### config.mk
export PLATFORM = sky130hd
export DESIGN_NAME = ps2_key_event_decoder_flat
export DESIGN_NICKNAME = d
export VERILOG_FILES = /design/src/rtl/ps2_key_event_decoder_pkg.sv /design/src/rtl/ps2_key_event_decoder_if.sv /design/src/rtl/ps2_event_fifo.sv /design/src/rtl/ps2_key_event_decoder.sv /design/src/flat_wrapper.sv
export SDC_FILE = /design/constraint.sdc
export NUM_CORES = 1
export LEC_CHECK = 0
export ABC_AREA = 1
export CORE_UTILIZATION = 40
export CTS_BUF_LIST = sky130_fd_sc_hd__clkbuf_8
export CTS_CLUSTER_DIAMETER = 200
export DETAILED_ROUTE_END_ITERATION = 7
export PLACE_DENSITY = 0.65
export SLEW_MARGIN = 20
export SYNTH_ARGS = -nofsm -noshare
export SYNTH_HDL_FRONTEND = slang
export SYNTH_SLANG_ARGS = --single-unit
### constraint.sdc
create_clock -name CLK100MHZ -period 3.5 [get_ports CLK100MHZ]
set_clock_uncertainty 0.05 [all_clocks]
set_input_delay 0.7 -clock CLK100MHZ [delete_from_list [all_inputs] [get_ports CLK100MHZ]]
set_output_delay 0.7 -clock CLK100MHZ [all_outputs]
set_load 0.01 [all_outputs]
### src/rtl/ps2_key_event_decoder_pkg.sv
// Shared scancode constants, event layout and decoder state encoding for the
// PS/2 key event decoder.
package ps2_pkg;

  // Scancode prefixes
  localparam logic [7:0] SC_E0 = 8'hE0;
  localparam logic [7:0] SC_F0 = 8'hF0;
  localparam logic [7:0] SC_E1 = 8'hE1;

  // Keyboard housekeeping bytes that never form part of a key sequence
  localparam logic [7:0] SC_NUL    = 8'h00;
  localparam logic [7:0] SC_BAT_OK = 8'hAA;
  localparam logic [7:0] SC_ACK    = 8'hFA;
  localparam logic [7:0] SC_RESEND = 8'hFE;
  localparam logic [7:0] SC_ERR    = 8'hFF;

  // Modifier and lock key codes
  localparam logic [7:0] SC_SHIFT_L = 8'h12;
  localparam logic [7:0] SC_SHIFT_R = 8'h59;
  localparam logic [7:0] SC_CTRL    = 8'h14;
  localparam logic [7:0] SC_ALT     = 8'h11;
  localparam logic [7:0] SC_CAPS    = 8'h58;
  localparam logic [7:0] SC_NUM     = 8'h77;

  // Event word {brk, ext, code[7:0]}
  localparam int EV_W   = 10;
  localparam int EV_BRK = 9;
  localparam int EV_EXT = 8;

  // mods bit positions
  localparam int MOD_W       = 6;
  localparam int MOD_SHIFT_L = 0;
  localparam int MOD_SHIFT_R = 1;
  localparam int MOD_CTRL_L  = 2;
  localparam int MOD_CTRL_R  = 3;
  localparam int MOD_ALT_L   = 4;
  localparam int MOD_ALT_R   = 5;

  typedef enum logic [2:0] {
    ST_IDLE,
    ST_EXT,
    ST_BRK,
    ST_EXT_BRK,
    ST_PAUSE
  } state_t;

  function automatic logic is_ignored(input logic [7:0] c);
    return (c == SC_NUL) || (c == SC_BAT_OK) || (c == SC_ACK) ||
           (c == SC_RESEND) || (c == SC_ERR);
  endfunction

endpackage

### src/rtl/ps2_key_event_decoder_if.sv
// Byte-in / event-out bus of the key event decoder. master is the
// receiver+consumer side, slave is the decoder.
interface ps2_key_event_if;
  import ps2_pkg::*;

  logic [7:0]      scan_code;
  logic            scan_valid;
  logic [EV_W-1:0] ev_data;
  logic            ev_valid;
  logic            ev_ready;

  modport master (
    output scan_code, scan_valid, ev_ready,
    input  ev_data, ev_valid
  );

  modport slave (
    input  scan_code, scan_valid, ev_ready,
    output ev_data, ev_valid
  );
endinterface

### src/rtl/ps2_event_fifo.sv
// Show-ahead event queue. Writes into a full queue succeed only when a pop
// happens in the same cycle; the parent accounts for dropped events.
module ps2_event_fifo #(
  parameter int DEPTH = 8,
  parameter int WIDTH = 10
) (
  input  logic             clk,
  input  logic             rst_n,
  input  logic             wr_en,
  input  logic [WIDTH-1:0] wr_data,
  input  logic             rd_en,
  output logic [WIDTH-1:0] rd_data,
  output logic             full,
  output logic             empty
);
  localparam int AW = $clog2(DEPTH);
  localparam logic [AW:0] PTR_ONE = {{AW{1'b0}}, 1'b1};

  logic [WIDTH-1:0] mem [DEPTH];
  logic [AW:0] wr_q, wr_d, rd_q, rd_d;
  logic do_wr, do_rd;

  // Pointers carry one extra wrap bit to tell full from empty
  assign empty = (wr_q == rd_q);
  assign full  = (wr_q[AW] != rd_q[AW]) && (wr_q[AW-1:0] == rd_q[AW-1:0]);
  assign do_rd = rd_en & ~empty;
  assign do_wr = wr_en & (~full | do_rd);
  assign rd_data = empty ? '0 : mem[rd_q[AW-1:0]];

  always_comb begin
    wr_d = wr_q;
    rd_d = rd_q;
    if (do_wr) wr_d = wr_q + PTR_ONE;
    if (do_rd) rd_d = rd_q + PTR_ONE;
  end

  always_ff @(posedge clk or negedge rst_n) begin
    if (!rst_n) begin
      wr_q <= '0;
      rd_q <= '0;
    end else begin
      wr_q <= wr_d;
      rd_q <= rd_d;
    end
  end

  always_ff @(posedge clk) begin
    if (do_wr) mem[wr_q[AW-1:0]] <= wr_data;
  end
endmodule

### src/rtl/ps2_key_event_decoder.sv
// Turns the PS/2 scancode byte stream into queued {brk, ext, code} events and
// tracks modifier, lock and keypress state alongside.
module ps2_key_event_decoder
  import ps2_pkg::*;
#(
  parameter int FIFO_DEPTH    = 8,
  parameter int COUNT_WIDTH   = 8,
  parameter int REPEAT_FILTER = 1
) (
  input  logic                   CLK100MHZ,
  input  logic                   CPU_RESETN,
  ps2_key_event_if.slave         bus,
  output logic [MOD_W-1:0]       mods,
  output logic                   caps_lock,
  output logic                   num_lock,
  output logic [COUNT_WIDTH-1:0] key_count,
  output logic                   overflow,
  input  logic                   clr_ovf
);
  localparam logic [COUNT_WIDTH-1:0] CNT_ONE = {{(COUNT_WIDTH-1){1'b0}}, 1'b1};

  state_t state_q, state_d;
  logic [2:0] skip_q, skip_d;
  logic [8:0] last_q, last_d;
  logic last_vld_q, last_vld_d;
  logic [MOD_W-1:0] mods_q, mods_d;
  logic caps_q, caps_d, num_q, num_d, ovf_q, ovf_d;
  logic [COUNT_WIDTH-1:0] cnt_q, cnt_d;

  logic emit, e_brk, e_ext, is_rep, accept, pop, fifo_full, fifo_empty;
  logic [7:0] e_code;

  always_comb begin
    state_d = state_q;
    skip_d  = skip_q;
    emit    = 1'b0;
    e_brk   = 1'b0;
    e_ext   = 1'b0;
    e_code  = bus.scan_code;
    if (bus.scan_valid) begin
      case (state_q)
        ST_IDLE: begin
          if (bus.scan_code == SC_E0)      state_d = ST_EXT;
          else if (bus.scan_code == SC_F0) state_d = ST_BRK;
          else if (bus.scan_code == SC_E1) begin
            state_d = ST_PAUSE;
            skip_d  = 3'd7;
          end else if (!is_ignored(bus.scan_code)) emit = 1'b1;
        end
        ST_EXT: begin
          state_d = ST_IDLE;
          if (bus.scan_code == SC_F0) state_d = ST_EXT_BRK;
          else if (bus.scan_code != SC_E0 && bus.scan_code != SC_E1) begin
            emit  = 1'b1;
            e_ext = 1'b1;
          end
        end
        ST_BRK, ST_EXT_BRK: begin
          state_d = ST_IDLE;
          if (bus.scan_code != SC_E0 && bus.scan_code != SC_E1 &&
              bus.scan_code != SC_F0) begin
            emit  = 1'b1;
            e_brk = 1'b1;
            e_ext = (state_q == ST_EXT_BRK);
          end
        end
        ST_PAUSE: begin
          // Pause has no break code; the tail bytes are swallowed and one make reported
          skip_d = skip_q - 3'd1;
          if (skip_q == 3'd1) begin
            state_d = ST_IDLE;
            emit    = 1'b1;
            e_code  = SC_E1;
          end
        end
        default: state_d = ST_IDLE;
      endcase
    end
  end

  assign is_rep = (REPEAT_FILTER != 0) && emit && !e_brk && last_vld_q &&
                  (last_q == {e_ext, e_code});
  assign accept = emit & ~is_rep;
  assign pop    = bus.ev_ready & ~fifo_empty;

  always_comb begin
    last_d     = last_q;
    last_vld_d = last_vld_q;
    mods_d     = mods_q;
    caps_d     = caps_q;
    num_d      = num_q;
    cnt_d      = cnt_q;
    ovf_d      = ovf_q & ~clr_ovf;
    if (accept) begin
      if (e_brk) last_vld_d = 1'b0;
      else begin
        last_d     = {e_ext, e_code};
        last_vld_d = 1'b1;
        cnt_d      = cnt_q + CNT_ONE;
        if (!e_ext && e_code == SC_CAPS) caps_d = ~caps_q;
        if (!e_ext && e_code == SC_NUM)  num_d  = ~num_q;
      end
      case (e_code)
        SC_SHIFT_L: mods_d[MOD_SHIFT_L] = ~e_brk;
        SC_SHIFT_R: mods_d[MOD_SHIFT_R] = ~e_brk;
        SC_CTRL:    mods_d[e_ext ? MOD_CTRL_R : MOD_CTRL_L] = ~e_brk;
        SC_ALT:     mods_d[e_ext ? MOD_ALT_R : MOD_ALT_L]   = ~e_brk;
        default: ;
      endcase
      if (fifo_full && !pop) ovf_d = 1'b1;
    end
  end

  always_ff @(posedge CLK100MHZ or negedge CPU_RESETN) begin
    if (!CPU_RESETN) begin
      state_q    <= ST_IDLE;
      skip_q     <= '0;
      last_q     <= '0;
      last_vld_q <= 1'b0;
      mods_q     <= '0;
      caps_q     <= 1'b0;
      num_q      <= 1'b0;
      cnt_q      <= '0;
      ovf_q      <= 1'b0;
    end else begin
      state_q    <= state_d;
      skip_q     <= skip_d;
      last_q     <= last_d;
      last_vld_q <= last_vld_d;
      mods_q     <= mods_d;
      caps_q     <= caps_d;
      num_q      <= num_d;
      cnt_q      <= cnt_d;
      ovf_q      <= ovf_d;
    end
  end

  ps2_event_fifo #(.DEPTH(FIFO_DEPTH), .WIDTH(EV_W)) u_fifo (
    .clk    (CLK100MHZ),
    .rst_n  (CPU_RESETN),
    .wr_en  (accept),
    .wr_data({e_brk, e_ext, e_code}),
    .rd_en  (bus.ev_ready),
    .rd_data(bus.ev_data),
    .full   (fifo_full),
    .empty  (fifo_empty)
  );

  assign bus.ev_valid = ~fifo_empty;
  assign mods      = mods_q;
  assign caps_lock = caps_q;
  assign num_lock  = num_q;
  assign key_count = cnt_q;
  assign overflow  = ovf_q;
endmodule

### src/flat_wrapper.sv
// flat-port wrapper written by rule: the top's interface ports become plain ports
module ps2_key_event_decoder_flat import ps2_pkg::*;
#(
  parameter int FIFO_DEPTH    = 8,
  parameter int COUNT_WIDTH   = 8,
  parameter int REPEAT_FILTER = 1
)
  (CLK100MHZ, CPU_RESETN, mods, caps_lock, num_lock, key_count, overflow, clr_ovf, bus_scan_code, bus_scan_valid, bus_ev_ready, bus_ev_data, bus_ev_valid);
  ps2_key_event_if bus_i ();
  input  logic CLK100MHZ;
  input  logic CPU_RESETN;
  output logic [MOD_W-1:0] mods;
  output logic caps_lock;
  output logic num_lock;
  output logic [COUNT_WIDTH-1:0] key_count;
  output logic overflow;
  input  logic clr_ovf;
  input wire logic [$bits(bus_i.scan_code)-1:0] bus_scan_code;
  input wire logic [$bits(bus_i.scan_valid)-1:0] bus_scan_valid;
  input wire logic [$bits(bus_i.ev_ready)-1:0] bus_ev_ready;
  output wire logic [$bits(bus_i.ev_data)-1:0] bus_ev_data;
  output wire logic [$bits(bus_i.ev_valid)-1:0] bus_ev_valid;
  assign bus_i.scan_code = bus_scan_code;
  assign bus_i.scan_valid = bus_scan_valid;
  assign bus_i.ev_ready = bus_ev_ready;
  assign bus_ev_data = bus_i.ev_data;
  assign bus_ev_valid = bus_i.ev_valid;
  ps2_key_event_decoder #(.FIFO_DEPTH(FIFO_DEPTH), .COUNT_WIDTH(COUNT_WIDTH), .REPEAT_FILTER(REPEAT_FILTER)) u_core (.CLK100MHZ(CLK100MHZ), .CPU_RESETN(CPU_RESETN), .bus(bus_i), .mods(mods), .caps_lock(caps_lock), .num_lock(num_lock), .key_count(key_count), .overflow(overflow), .clr_ovf(clr_ovf));
endmodule
==> impl_metrics.sql, run 1 <==
INSERT INTO impl_metrics (metric_group, metric, value, unit) VALUES
('floorplanning', 'die-area', '14900', 'sq um'),
('timing', 'max_freq', '303', 'MHz'),
('finish', 'fillCellCount', '1308', ''),
('drt', 'drt_first_iter_violations', '332', ''),
('drt', 'viasPerCell', '5.18', ''),
('grt', 'first_global_vias', '4267', ''),
('clocking', 'clock_tree.buffer_depth', '2', ''),
('logic_synthesis', 'yosys.area.top_type', 'edfxtp_1', ''),
('drt', 'via_count', '4376', ''),
('logic_synthesis', 'portion_of_synthesized_cell_area_occupied_by_the_leading_cell_type', '0.416', ''),
('grt', 'first_pass_grt_wire_length', '21400', 'um'),
('floorplanning', 'i_o_pins', '41', ''),
('logic_synthesis', 'synth_seq_cells', '121', ''),
('timing', 'setup_total_negative_slack', '0', 'ns'),
('logic_synthesis', 'synthesis.area_per_instance', '9.76', 'sq um'),
('floorplanning', 'chipWidth', '122', 'um'),
('drt', 'routed_wire_length_per_instance', '16.0', 'um'),
('power_and_ir_drop', 'share_seq_of_total_power', '0.359', ''),
('logic_synthesis', 'ys_seq_area_frac', '0.594', ''),
('hold_path', 'hp-class', 'input pin to asynchronous set/reset pin', ''),
('logic_synthesis', 'synth_cells', '591', ''),
('floorplanning', 'die-height', '122', 'um'),
('clocking', 'worst_setup_hold_path_clk_slew', '0.07', 'ns'),
('timing', 'final_setup_violation_count', '0', ''),
('placement', 'number_of_i_o_port_buffers', '40', ''),
('logic_synthesis', 'synth.net_count', '609', ''),
('drt', 'drt_pass1_iterations', '5', ''),
('clocking', 'cts_stage_hold_buffer_count', '0', ''),
('power_and_ir_drop', 'share_clk_of_total_power', '0.235', ''),
('clocking', 'htree_num_levels', '4', ''),
('grt', 'number_of_antenna_violations_at_the_first_check_in_global_routing', '0', ''),
('timing', 'worstMarginPinSlew', '0.932', 'ns'),
('setup_path', 'end_kind', 'output port', ''),
('timing', 'final.hold.worst_slack', '0.358', 'ns'),
('clocking', 'cts.sink_count', '121', ''),
('clocking', 'cts_inserted_buffers', '17', ''),
('finish', 'final_cell_mix', 'nand2_1, nor2_1, edfxtp_1', ''),
('grt', 'met1_usage_in_global_routing', '0.240', ''),
('clocking', 'cts_root_buf', 'clkbuf_8', ''),
('timing', 'finalCriticalPeriod', '3.31', 'ns'),
('grt', 'met3_usage', '0.0426', ''),
('setup_path', 'start_kind', 'flip-flop', ''),
('placement', 'detailedPlacementHpwl', '9320', 'um'),
('clocking', 'clkLatencyLatePin', '0.43', 'ns'),
('setup_path', 'crit_path_max_incr_delay', '0.59', 'ns'),
('power_and_ir_drop', 'internal_power', '3.48', 'mW'),
('setup_path', 'worst-endpoint-required', '2.75', 'ns'),
('floorplanning', 'num_rows', '43', ''),
('status', 'run_status', 'completed', ''),
('logic_synthesis', 'synth_area', '5770', 'sq um'),
('logic_synthesis', 'ys_top_cells_by_area', 'edfxtp_1, dfrtp_1, nand2_1, nor2_1, o21ai_0', ''),
('setup_path', 'crit_fanout', '25', ''),
('clocking', 'tritoncts', 'done', ''),
('grt', 'grt-busiest-layer', 'met2', ''),
('floorplanning', 'initial_cell_density_of_the_core', '0.412', ''),
('power_and_ir_drop', 'sw_frac_of_total', '0.375', ''),
('finish', 'layout.cells.most_common', 'nand2_1', ''),
('finish', 'post_layout_nonfiller_instances', '845', ''),
('timing', 'grt_setup_unrepaired', 'false', ''),
('setup_path', 'cp_slowest_cell', 'clkdlybuf4s50_1', ''),
('power_and_ir_drop', 'total_switching_power', '2.09', 'mW'),
('grt', 'track_usage', '0.194', ''),
('logic_synthesis', 'synth.distinct_cells', '37', ''),
('grt', 'grt_overflow_total', '0', ''),
('timing', 'post-route-period-util', '0.944', ''),
('timing', 'maxSlewHeadroom', '0.379', ''),
('placement', 'place_inst', '812', ''),
('setup_path', 'setup.worst_path.class', 'flip-flop to output port', ''),
('finish', 'post-route-util', '0.492', ''),
('power_and_ir_drop', 'power.density', '810', 'nW/um^2'),
('power_and_ir_drop', 'p_comb_frac', '0.406', '');
-- synthesized netlist by cell type --
cell type and instances:
o32ai_1 1, nand3_1 21, a21oi_4 1, o21ai_2 13
o22ai_1 11, o2111ai_1 1, nor4_1 2, buf_2 2
nor2_4 3, o21ai_0 58, clkbuf_1 14, dfrtp_1 41
a21oi_2 1, nand2_2 16, o21ai_1 3, nor2_2 4
buf_4 1, nor2_1 89, ha_1 5, edfxtp_1 80
o31ai_1 1, a21oi_1 5, nand4_1 9, nor3_1 9
buf_6 3, xnor2_1 1, a31oi_1 11, nor2_8 1
buf_1 2, nand2_1 99, nand3b_1 2, nand2_4 2
a22oi_1 1, nand3_2 4, xor2_1 12, inv_2 2
inv_1 60
-- path summary, 6_finish.rpt --
path / start / endpoint / slack, ns / depth (start not counted)
setup / recovery: u_core.u_fifo.rd_q[0]$_DFFE_PN0P_ / bus_ev_data[7] / 0.19 / 8
hold / removal: CPU_RESETN / u_core.state_q[1]$_DFFE_PN0P_ / 0.36 / 1
setup reg to reg: u_core.skip_q[1]$_DFFE_PN0P_ / u_core.u_fifo.mem[1][8]$_DFFE_PP_ / 0.79 / 15
hold reg to reg: u_core.mods[2]$_DFFE_PN0P_ / u_core.mods[2]$_DFFE_PN0P_ / 0.43 / 2
max in group asynchronous: CPU_RESETN / u_core.u_fifo.rd_q[2]$_DFFE_PN0P_ / 2.45 / 1
min in group CLK100MHZ: u_core.mods[2]$_DFFE_PN0P_ / u_core.mods[2]$_DFFE_PN0P_ / 0.43 / 2
-- sequential cells by signal, indices dropped and copies added, names as in the netlist --
register	flops
u_core.caps_lock	1
u_core.mods	6
u_core.skip_q	3
u_core.overflow	1
u_core.state_q	3
u_core.last_vld_q	1
u_core.u_fifo.wr_q	4
u_core.u_fifo.rd_q	4
u_core.key_count	8
u_core.last_q	9
u_core.u_fifo.mem	80
u_core.num_lock	1
-- worst max-delay path, delay by kind of cell (launching register included) --
family                 cells  cell delay (ns)
and+or+nand+nor            3             0.40
buffers and inverters      2             0.83
AOI/OAI and AO/OA          3             0.50
DFF                        1             0.39
-- cell type report --
type | count | area (sq um) | area share
Sequential cell | 121 | 3430 | 0.498
Multi-Input combinational cell | 386 | 2000 | 0.291
Timing Repair Buffer | 63 | 572 | 0.0831
Clock buffer | 17 | 234 | 0.0340
Inverter | 62 | 233 | 0.0338
Tap cell | 180 | 225 | 0.0327
Clock inverter | 15 | 185 | 0.0269
Antenna cell | 1 | 2.50 | 0.000364
-- repair_timing --
action                                  4_1_cts  5_1_grt
gates resized for setup                       1        1
pin swaps                                     0        0
setup buffers                                 0        0
endpoints found under the setup margin        7        1
-- per-layer routing --
layer | routed length (um) | vias up
li1 | - | 2110
met1 | 5850 | 2132
met2 | 6820 | 119
met3 | 679 | 15
met4 | 159 | 0
met5 | 0 | -
-- cell families (layout without fill, tap and decap cells) --
| logic type | Yosys count | in the layout | synth area share |
|---|---|---|---|
| AND/OR/NAND/NOR | 261 | 261 | 0.205 |
| flip-flops | 121 | 121 | 0.594 |
| AO/OA/AOI/OAI | 107 | 107 | 0.111 |
| buffers and inverters | 84 | 157 | 0.0596 |
| XOR/XNOR | 13 | 13 | 0.0197 |
| adder cells (fa/ha/maj) | 5 | 5 | 0.0108 |
| other | 0 | 1 | 0 |
-- power by group through the flow --
| stage | clock, mW | combinational, mW | sequential, mW |
|---|---|---|---|
| 3_5_place_dp | 0 | 2.27 | 2.03 |
| 2_1_floorplan | 0 | 1.44 | 2.00 |
| 6_report | 1.31 | 2.26 | 2.00 |
| 3_3_place_gp | 0 | 2.23 | 2.02 |
| 5_1_grt | 1.39 | 2.51 | 2.03 |
| 4_1_cts | 1.34 | 2.28 | 2.00 |
-- stage by stage --
stage | power [mW] | worst slack [ns] | instance area (sq um)
detailed placement | 4.29 | 0.166 | 6450
finish | 5.57 | 0.194 | 6880
global route | 5.93 | 0.0263 | 6880
CTS | 5.62 | 0.0745 | 6870
floorplan | 3.44 | 0.708 | 5770
global placement | 4.24 | 0.278 | 6450
(Power assumes the default switching activity.)
==> run 2: changes to the inputs <==
--- a/config.mk
+++ b/config.mk
@@ -6,6 +6,7 @@
 export NUM_CORES = 1
 export LEC_CHECK = 0
 export ABC_AREA = 1
+export CORE_MARGIN = 2
 export CORE_UTILIZATION = 40
 export CTS_BUF_LIST = sky130_fd_sc_hd__clkbuf_8
 export CTS_CLUSTER_DIAMETER = 200
==> impl_metrics.sql, run 2 (same netlist as run 1, synthesis figures left out) <==
INSERT INTO impl_metrics (metric_group, metric, value, unit) VALUES
('status', 'run_status', 'completed', ''),
('finish', 'drive_gt1_frac', '0.153', ''),
('floorplanning', 'num_rows', '43', ''),
('drt', 'post_route_antenna_net_violation_count', '0', ''),
('timing', 'report.final.hold_viol_count', '0', ''),
('floorplanning', 'die-height', '124', 'um'),
('finish', 'final_cell_mix', 'nand2_1, nor2_1, edfxtp_1', ''),
('finish', 'syn2layout_area_growth', '19.7', '%'),
('drt', 'dr.max_layer_used', 'met4', ''),
('job', 'drv_cap', '0', ''),
('clocking', 'cts_inserted_buffers', '17', ''),
('drt', 'via_count', '4305', ''),
('clocking', 'cts_root_buf', 'clkbuf_8', ''),
('grt', 'grt_overflow_total', '0', ''),
('timing', 'maxSlewHeadroom', '0.368', ''),
('setup_path', 'crit_fanout', '14', ''),
('grt', 'first_pass_grt_wire_length', '22600', 'um'),
('setup_path', 'setup.worst_path.class', 'flip-flop to output port', ''),
('power_and_ir_drop', 'p_comb_frac', '0.396', ''),
('setup_path', 'cp_top_family', 'buffers and inverters', ''),
('setup_path', 'worst-r2r-cell-count', '15', ''),
('power_and_ir_drop', 'share_seq_of_total_power', '0.358', ''),
('placement', 'number_of_i_o_port_buffers', '40', ''),
('setup_path', 'crit_path_cell_trace', 'inv_1, nand2_1, nand4_1, a21oi_1, nand2_2, o21ai_0, a31oi_1, clkdlybuf4s50_1', ''),
('clocking', 'htree_num_levels', '4', ''),
('setup_path', 'end_kind', 'output port', ''),
('finish', 'num_antenna_cells', '0', ''),
('drt', 'routed_wl', '13600', 'um'),
('drt', 'drt_first_iter_violations', '478', ''),
('finish', 'num-nets-final', '670', ''),
('floorplanning', 'i_o_pins', '41', ''),
('drt', 'met2RoutedLength', '6730', 'um'),
('floorplanning', 'die-area', '15400', 'sq um'),
('clocking', 'worst_setup_hold_path_clk_slew', '0.07', 'ns'),
('finish', 'fillCellCount', '1289', ''),
('drt', 'routed_wire_length_per_instance', '16.1', 'um'),
('setup_path', 'rrSetupSlack', '0.74', 'ns'),
('floorplanning', 'chipWidth', '124', 'um'),
('floorplanning', 'initial_cell_density_of_the_core', '0.412', ''),
('timing', 'final_setup_violation_count', '0', ''),
('setup_path', 'rr_endpoint', 'u_core.key_count[0]$_DFFE_PN0P_', ''),
('finish', 'multiInputGateArea', '2000', 'sq um'),
('timing', 'post-route-period-util', '0.936', ''),
('placement', 'detailedPlacementHpwl', '9370', 'um'),
('finish', 'seq_area', '3430', 'sq um'),
('drt', 'drt_pass1_iterations', '6', ''),
('power_and_ir_drop', 'internal_power', '3.56', 'mW'),
('setup_path', 'startpoint', 'u_core.u_fifo.rd_q[1]$_DFFE_PN0P_', ''),
('drt', 'wl_met1', '5960', 'um'),
('finish', 'layout.cells.most_common', 'nand2_1', ''),
('hold_path', 'hp-class', 'input pin to asynchronous set/reset pin', ''),
('drt', 'total_met3_wirelength_after_detailed_routing', '723', 'um'),
('grt', 'track_usage', '0.196', ''),
('clocking', 'clkLatencyLatePin', '0.43', 'ns'),
('timing', 'timing_max_transition_violations_final', '0', ''),
('setup_path', 'worst-endpoint-required', '2.75', 'ns'),
('finish', 'largest_register_ffs', '80', ''),
('setup_path', 'start_kind', 'flip-flop', ''),
('drt', 'detail_route.drc_violations', '0', ''),
('setup_path', 'cp.buffers_inverters', '2', ''),
('clocking', 'cts_stage_hold_buffer_count', '0', ''),
('grt', 'number_of_antenna_violations_at_the_first_check_in_global_routing', '0', ''),
('finish', 'post-route-util', '0.494', ''),
('clocking', 'cts.sink_count', '121', ''),
('grt', 'grt_start_max_net_pins', '42', ''),
('timing', 'setup_total_negative_slack', '0', 'ns'),
('setup_path', 'crit_path_max_incr_delay', '0.59', 'ns'),
('power_and_ir_drop', 'sw_frac_of_total', '0.369', ''),
('timing', 'worstMarginPinSlew', '0.948', 'ns'),
('power_and_ir_drop', 'power.density', '818', 'nW/um^2'),
('power_and_ir_drop', 'share_clk_of_total_power', '0.246', ''),
('timing', 'finalCriticalPeriod', '3.28', 'ns'),
('setup_path', 'timing.rr.start', 'u_core.skip_q[1]$_DFFE_PN0P_', ''),
('clocking', 'clock_tree.buffer_depth', '2', ''),
('placement', 'place.gp.congestion', '0.972', ''),
('floorplanning', 'core_area', '14000', 'sq um'),
('drt', 'viasPerCell', '5.09', ''),
('power_and_ir_drop', 'ir_drop', '0.475', 'mV'),
('setup_path', 'critPathArrivalTime', '2.53', 'ns'),
('clocking', 'tritoncts', 'done', ''),
('grt', 'first_global_vias', '4399', ''),
('timing', 'max_freq', '305', 'MHz'),
('timing', 'grt_setup_unrepaired', 'false', ''),
('power_and_ir_drop', 'total_switching_power', '2.09', 'mW'),
('setup_path', 'cp_slowest_cell', 'clkdlybuf4s50_1', ''),
('power_and_ir_drop', 'p_leak', '2.85', 'nW');
[run 2: changes by cell type in the layout (fill, tap and decap cells not counted), sizes merged]
cell / previous run / this run
buf: 24 / 25
bufinv: 4 / 5
clkinv: 6 / 5
clkinvlp: 3 / 2
diode: 1 / 0
inv: 64 / 65
[run 2: area by class of cell]
cell class                 count  share of cell area
clock inverter                15              0.0301
clock buffer                  17              0.0339
inverter                      62              0.0337
tap                          180              0.0326
sequential                   121               0.496
timing repair buffer          64              0.0839
multi-input combinational    386               0.289
[run 2: layer usage]
metal,track usage,vias to the layer above
met3,0.0485,15
li1,-,2123
met2,0.328,121
met5,0,-
met1,0.252,2046
met4,0.0555,0
[run 2: power groups by stage]
stage / Sequential (mW) / Combinational, mW / Clock (mW)
floorplan: 2.00 / 1.44 / 0
global placement: 2.04 / 2.21 / 0
detailed placement: 2.04 / 2.25 / 0
CTS: 2.02 / 2.26 / 1.42
global route: 2.06 / 2.52 / 1.49
finish: 2.02 / 2.24 / 1.39
[run 2: what timing repair did]
item                                    4_1_cts  5_1_grt
pin swaps                                     0        0
cloned                                        0        0
setup buffers                                 0        0
resized for setup                             1        2
endpoints found under the setup margin        1        4
[run 2: how the worst max path moves through the flow]
stage / to / slack (ns) / cells past startpoint
finish: bus_ev_data[0] / 0.22 / 8
global route: bus_ev_data[9] / 0.05 / 8
CTS: bus_ev_data[1] / 0.08 / 7
detailed placement: u_core.u_fifo.mem[2][2]$_DFFE_PP_ / 0.11 / 14
global placement: u_core.u_fifo.mem[4][5]$_DFFE_PP_ / 0.28 / 13
floorplan: u_core.u_fifo.mem[1][0]$_DFFE_PP_ / 0.71 / 11
[run 2: stage by stage]
step | instance area, sq um | hold WS, ns | power, mW | instances | worst slack (ns)
final | 6910 | 0.364 | 5.65 | 845 | 0.225
after global routing | 6910 | 0.434 | 6.06 | 845 | 0.0547
after CTS | 6900 | 0.381 | 5.69 | 845 | 0.0791
after detailed placement | 6460 | 0.411 | 4.29 | 813 | 0.106
after global placement | 6460 | 0.412 | 4.24 | 813 | 0.276
after floorplan | 5770 | 0.354 | 3.44 | 591 | 0.708
==> run 3: changes to the inputs <==
--- a/config.mk
+++ b/config.mk
@@ -8,7 +8,7 @@
 export ABC_AREA = 1
 export CORE_MARGIN = 2
 export CORE_UTILIZATION = 40
-export CTS_BUF_LIST = sky130_fd_sc_hd__clkbuf_8
+export CTS_BUF_LIST = sky130_fd_sc_hd__clkbuf_16
 export CTS_CLUSTER_DIAMETER = 200
 export DETAILED_ROUTE_END_ITERATION = 7
 export PLACE_DENSITY = 0.65
==> impl_metrics.sql, run 3 (same netlist as run 1, synthesis figures left out) <==
INSERT INTO impl_metrics (metric_group, metric, value, unit) VALUES
('status', 'run_status', 'completed', ''),
('drt', 'dr.max_layer_used', 'met4', ''),
('drt', 'routed_wire_length_per_instance', '16.3', 'um'),
('setup_path', 'worst-endpoint-required', '2.75', 'ns'),
('power_and_ir_drop', 'p_leak', '2.94', 'nW'),
('setup_path', 'cell_type_with_the_highest_occurrence_count_on_the_critical_path', 'o21ai_0', ''),
('timing', 'report.final.hold_viol_count', '0', ''),
('drt', 'drt_pass1_iterations', '5', ''),
('placement', 'detailedPlacementHpwl', '9370', 'um'),
('drt', 'total_met3_wirelength_after_detailed_routing', '740', 'um'),
('power_and_ir_drop', 'totalPowerFinal', '6.14', 'mW'),
('finish', 'fillCellCount', '1272', ''),
('hold_path', 'hp-class', 'input pin to asynchronous set/reset pin', ''),
('clocking', 'clkLatencyLatePin', '0.42', 'ns'),
('power_and_ir_drop', 'power.density', '865', 'nW/um^2'),
('finish', 'largest_register_ffs', '80', ''),
('job', 'drv_cap', '0', ''),
('finish', 'syn2layout_area_growth', '23.1', '%'),
('clocking', 'worst_setup_hold_path_clk_slew', '0.06', 'ns'),
('finish', 'num_antenna_cells', '0', ''),
('power_and_ir_drop', 'share_seq_of_total_power', '0.329', ''),
('finish', 'seq_area', '3430', 'sq um'),
('timing', 'setup_total_negative_slack', '0', 'ns'),
('finish', 'final_cell_mix', 'nand2_1, nor2_1, edfxtp_1', ''),
('clocking', 'tritoncts', 'done', ''),
('drt', 'met2RoutedLength', '6680', 'um'),
('setup_path', 'start_kind', 'flip-flop', ''),
('power_and_ir_drop', 'total_switching_power', '2.17', 'mW'),
('placement', 'number_of_i_o_port_buffers', '40', ''),
('power_and_ir_drop', 'share_clk_of_total_power', '0.306', ''),
('setup_path', 'crit_fanout', '22', ''),
('setup_path', 'setup.worst_path.class', 'flip-flop to output port', ''),
('grt', 'first_global_vias', '4404', ''),
('timing', 'maxSlewHeadroom', '0.360', ''),
('drt', 'viasPerCell', '5.15', ''),
('drt', 'via_count', '4349', ''),
('clocking', 'cts_inserted_buffers', '17', ''),
('clocking', 'htree_num_levels', '4', ''),
('setup_path', 'cp_slowest_cell', 'clkdlybuf4s50_1', ''),
('drt', 'detail_route.drc_violations', '0', ''),
('timing', 'final_setup_violation_count', '0', ''),
('setup_path', 'crit_path_cell_trace', 'inv_1, buf_6, o21ai_0, o22ai_1, o21ai_0, a31oi_1, clkdlybuf4s50_1', ''),
('floorplanning', 'die-area', '15400', 'sq um'),
('grt', 'number_of_antenna_violations_at_the_first_check_in_global_routing', '0', ''),
('floorplanning', 'i_o_pins', '41', ''),
('timing', 'final_critical_path_setup_slack', '0.244', 'ns'),
('floorplanning', 'die-height', '124', 'um'),
('placement', 'preCtsSetupSlack', '0.106', 'ns'),
('timing', 'max_freq', '307', 'MHz'),
('drt', 'post_route_antenna_net_violation_count', '0', ''),
('setup_path', 'rr_endpoint', 'u_core.u_fifo.mem[2][9]$_DFFE_PP_', ''),
('timing', 'worstMarginPinSlew', '0.960', 'ns'),
('setup_path', 'timing.rr.start', 'u_core.skip_q[1]$_DFFE_PN0P_', ''),
('drt', 'wl_met1', '6120', 'um'),
('finish', 'drive_gt1_frac', '0.153', ''),
('drt', 'routed_wl', '13800', 'um'),
('floorplanning', 'chipWidth', '124', 'um'),
('floorplanning', 'initial_cell_density_of_the_core', '0.412', ''),
('placement', 'place.gp.congestion', '0.972', ''),
('grt', 'grt_overflow_total', '0', ''),
('grt', 'first_pass_grt_wire_length', '22700', 'um'),
('timing', 'post-route-period-util', '0.930', ''),
('finish', 'layout.cells.most_common', 'nand2_1', ''),
('power_and_ir_drop', 'internal_power', '3.98', 'mW'),
('clocking', 'cts.sink_count', '121', ''),
('finish', 'num-nets-final', '670', ''),
('setup_path', 'end_kind', 'output port', ''),
('setup_path', 'critPathArrivalTime', '2.51', 'ns'),
('clocking', 'cts_root_buf', 'clkbuf_16', ''),
('drt', 'drt_first_iter_violations', '436', ''),
('power_and_ir_drop', 'ir_drop', '0.460', 'mV'),
('setup_path', 'crit_path_max_incr_delay', '0.58', 'ns'),
('finish', 'post-route-util', '0.508', ''),
('timing', 'timing_max_transition_violations_final', '0', ''),
('grt', 'track_usage', '0.199', ''),
('timing', 'finalCriticalPeriod', '3.26', 'ns'),
('power_and_ir_drop', 'sw_frac_of_total', '0.353', ''),
('timing', 'grt_setup_unrepaired', 'false', ''),
('power_and_ir_drop', 'p_comb_frac', '0.365', ''),
('finish', 'multiInputGateArea', '2000', 'sq um'),
('floorplanning', 'num_rows', '43', ''),
('setup_path', 'worst-r2r-cell-count', '15', ''),
('clocking', 'clock_tree.buffer_depth', '2', ''),
('setup_path', 'rrSetupSlack', '0.75', 'ns'),
('floorplanning', 'core_area', '14000', 'sq um'),
('grt', 'grt_start_max_net_pins', '42', '');
==> run 3: metal layers <==
layer	up-vias	track usage
met5	-	0
met4	0	0.0695
met3	22	0.0527
met2	126	0.326
met1	2073	0.255
li1	2128	-
==> run 3: layout make-up <==
| cell class | instances | share of cell area |
|---|---|---|
| sequential | 121 | 0.483 |
| multi-input combinational | 386 | 0.282 |
| timing repair buffer | 64 | 0.0816 |
| clock buffer | 17 | 0.0599 |
| inverter | 62 | 0.0328 |
| tap | 180 | 0.0317 |
| clock inverter | 15 | 0.0293 |
==> run 3: critical path, delay by kind of cell (launching register included) <==
| family | cells | cell delay [ns] |
|---|---|---|
| flops | 1 | 0.51 |
| buf+inv | 3 | 0.92 |
| compound gates | 4 | 0.65 |
==> run 3: how the worst max path moves through the flow <==
stage                                       from                                end  slack (ns)  cells past startpoint
2_1_floorplan                   bus_scan_code[7]  u_core.u_fifo.mem[1][0]$_DFFE_PP_        0.71                     11
3_3_place_gp                    bus_scan_code[5]  u_core.u_fifo.mem[4][5]$_DFFE_PP_        0.28                     13
3_5_place_dp                    bus_scan_code[1]  u_core.u_fifo.mem[2][2]$_DFFE_PP_        0.11                     14
4_1_cts        u_core.u_fifo.rd_q[1]$_DFFE_PN0P_                     bus_ev_data[1]        0.02                      7
5_1_grt        u_core.u_fifo.rd_q[1]$_DFFE_PN0P_                     bus_ev_data[9]        0.09                      8
6_report       u_core.u_fifo.rd_q[1]$_DFFE_PN0P_                     bus_ev_data[1]        0.24                      7
==> run 3: power groups by stage <==
stage / Sequential [mW] / Combinational, mW / Clock, mW
final: 2.02 / 2.24 / 1.88
after global routing: 2.06 / 2.51 / 1.97
after CTS: 2.02 / 2.25 / 1.90
after detailed placement: 2.04 / 2.25 / 0
after global placement: 2.04 / 2.21 / 0
after floorplan: 2.00 / 1.44 / 0
==> run 3: stage by stage <==
| stage | hold WS [ns] | area (sq um) | instances |
|---|---|---|---|
| CTS | 0.408 | 7090 | 845 |
| floorplan | 0.354 | 5770 | 591 |
| detailed placement | 0.411 | 6460 | 813 |
| finish | 0.384 | 7100 | 845 |
| global route | 0.454 | 7100 | 845 |
| global placement | 0.412 | 6460 | 813 |
==> run 3: what timing repair did <==
| action | 4_1_cts | 5_1_grt |
|---|---|---|
| hold buffers | 0 | 0 |
| gates resized for setup | 0 | 3 |
| buffers inserted | 0 | 0 |
| setup endpoints to repair | 0 | 10 |
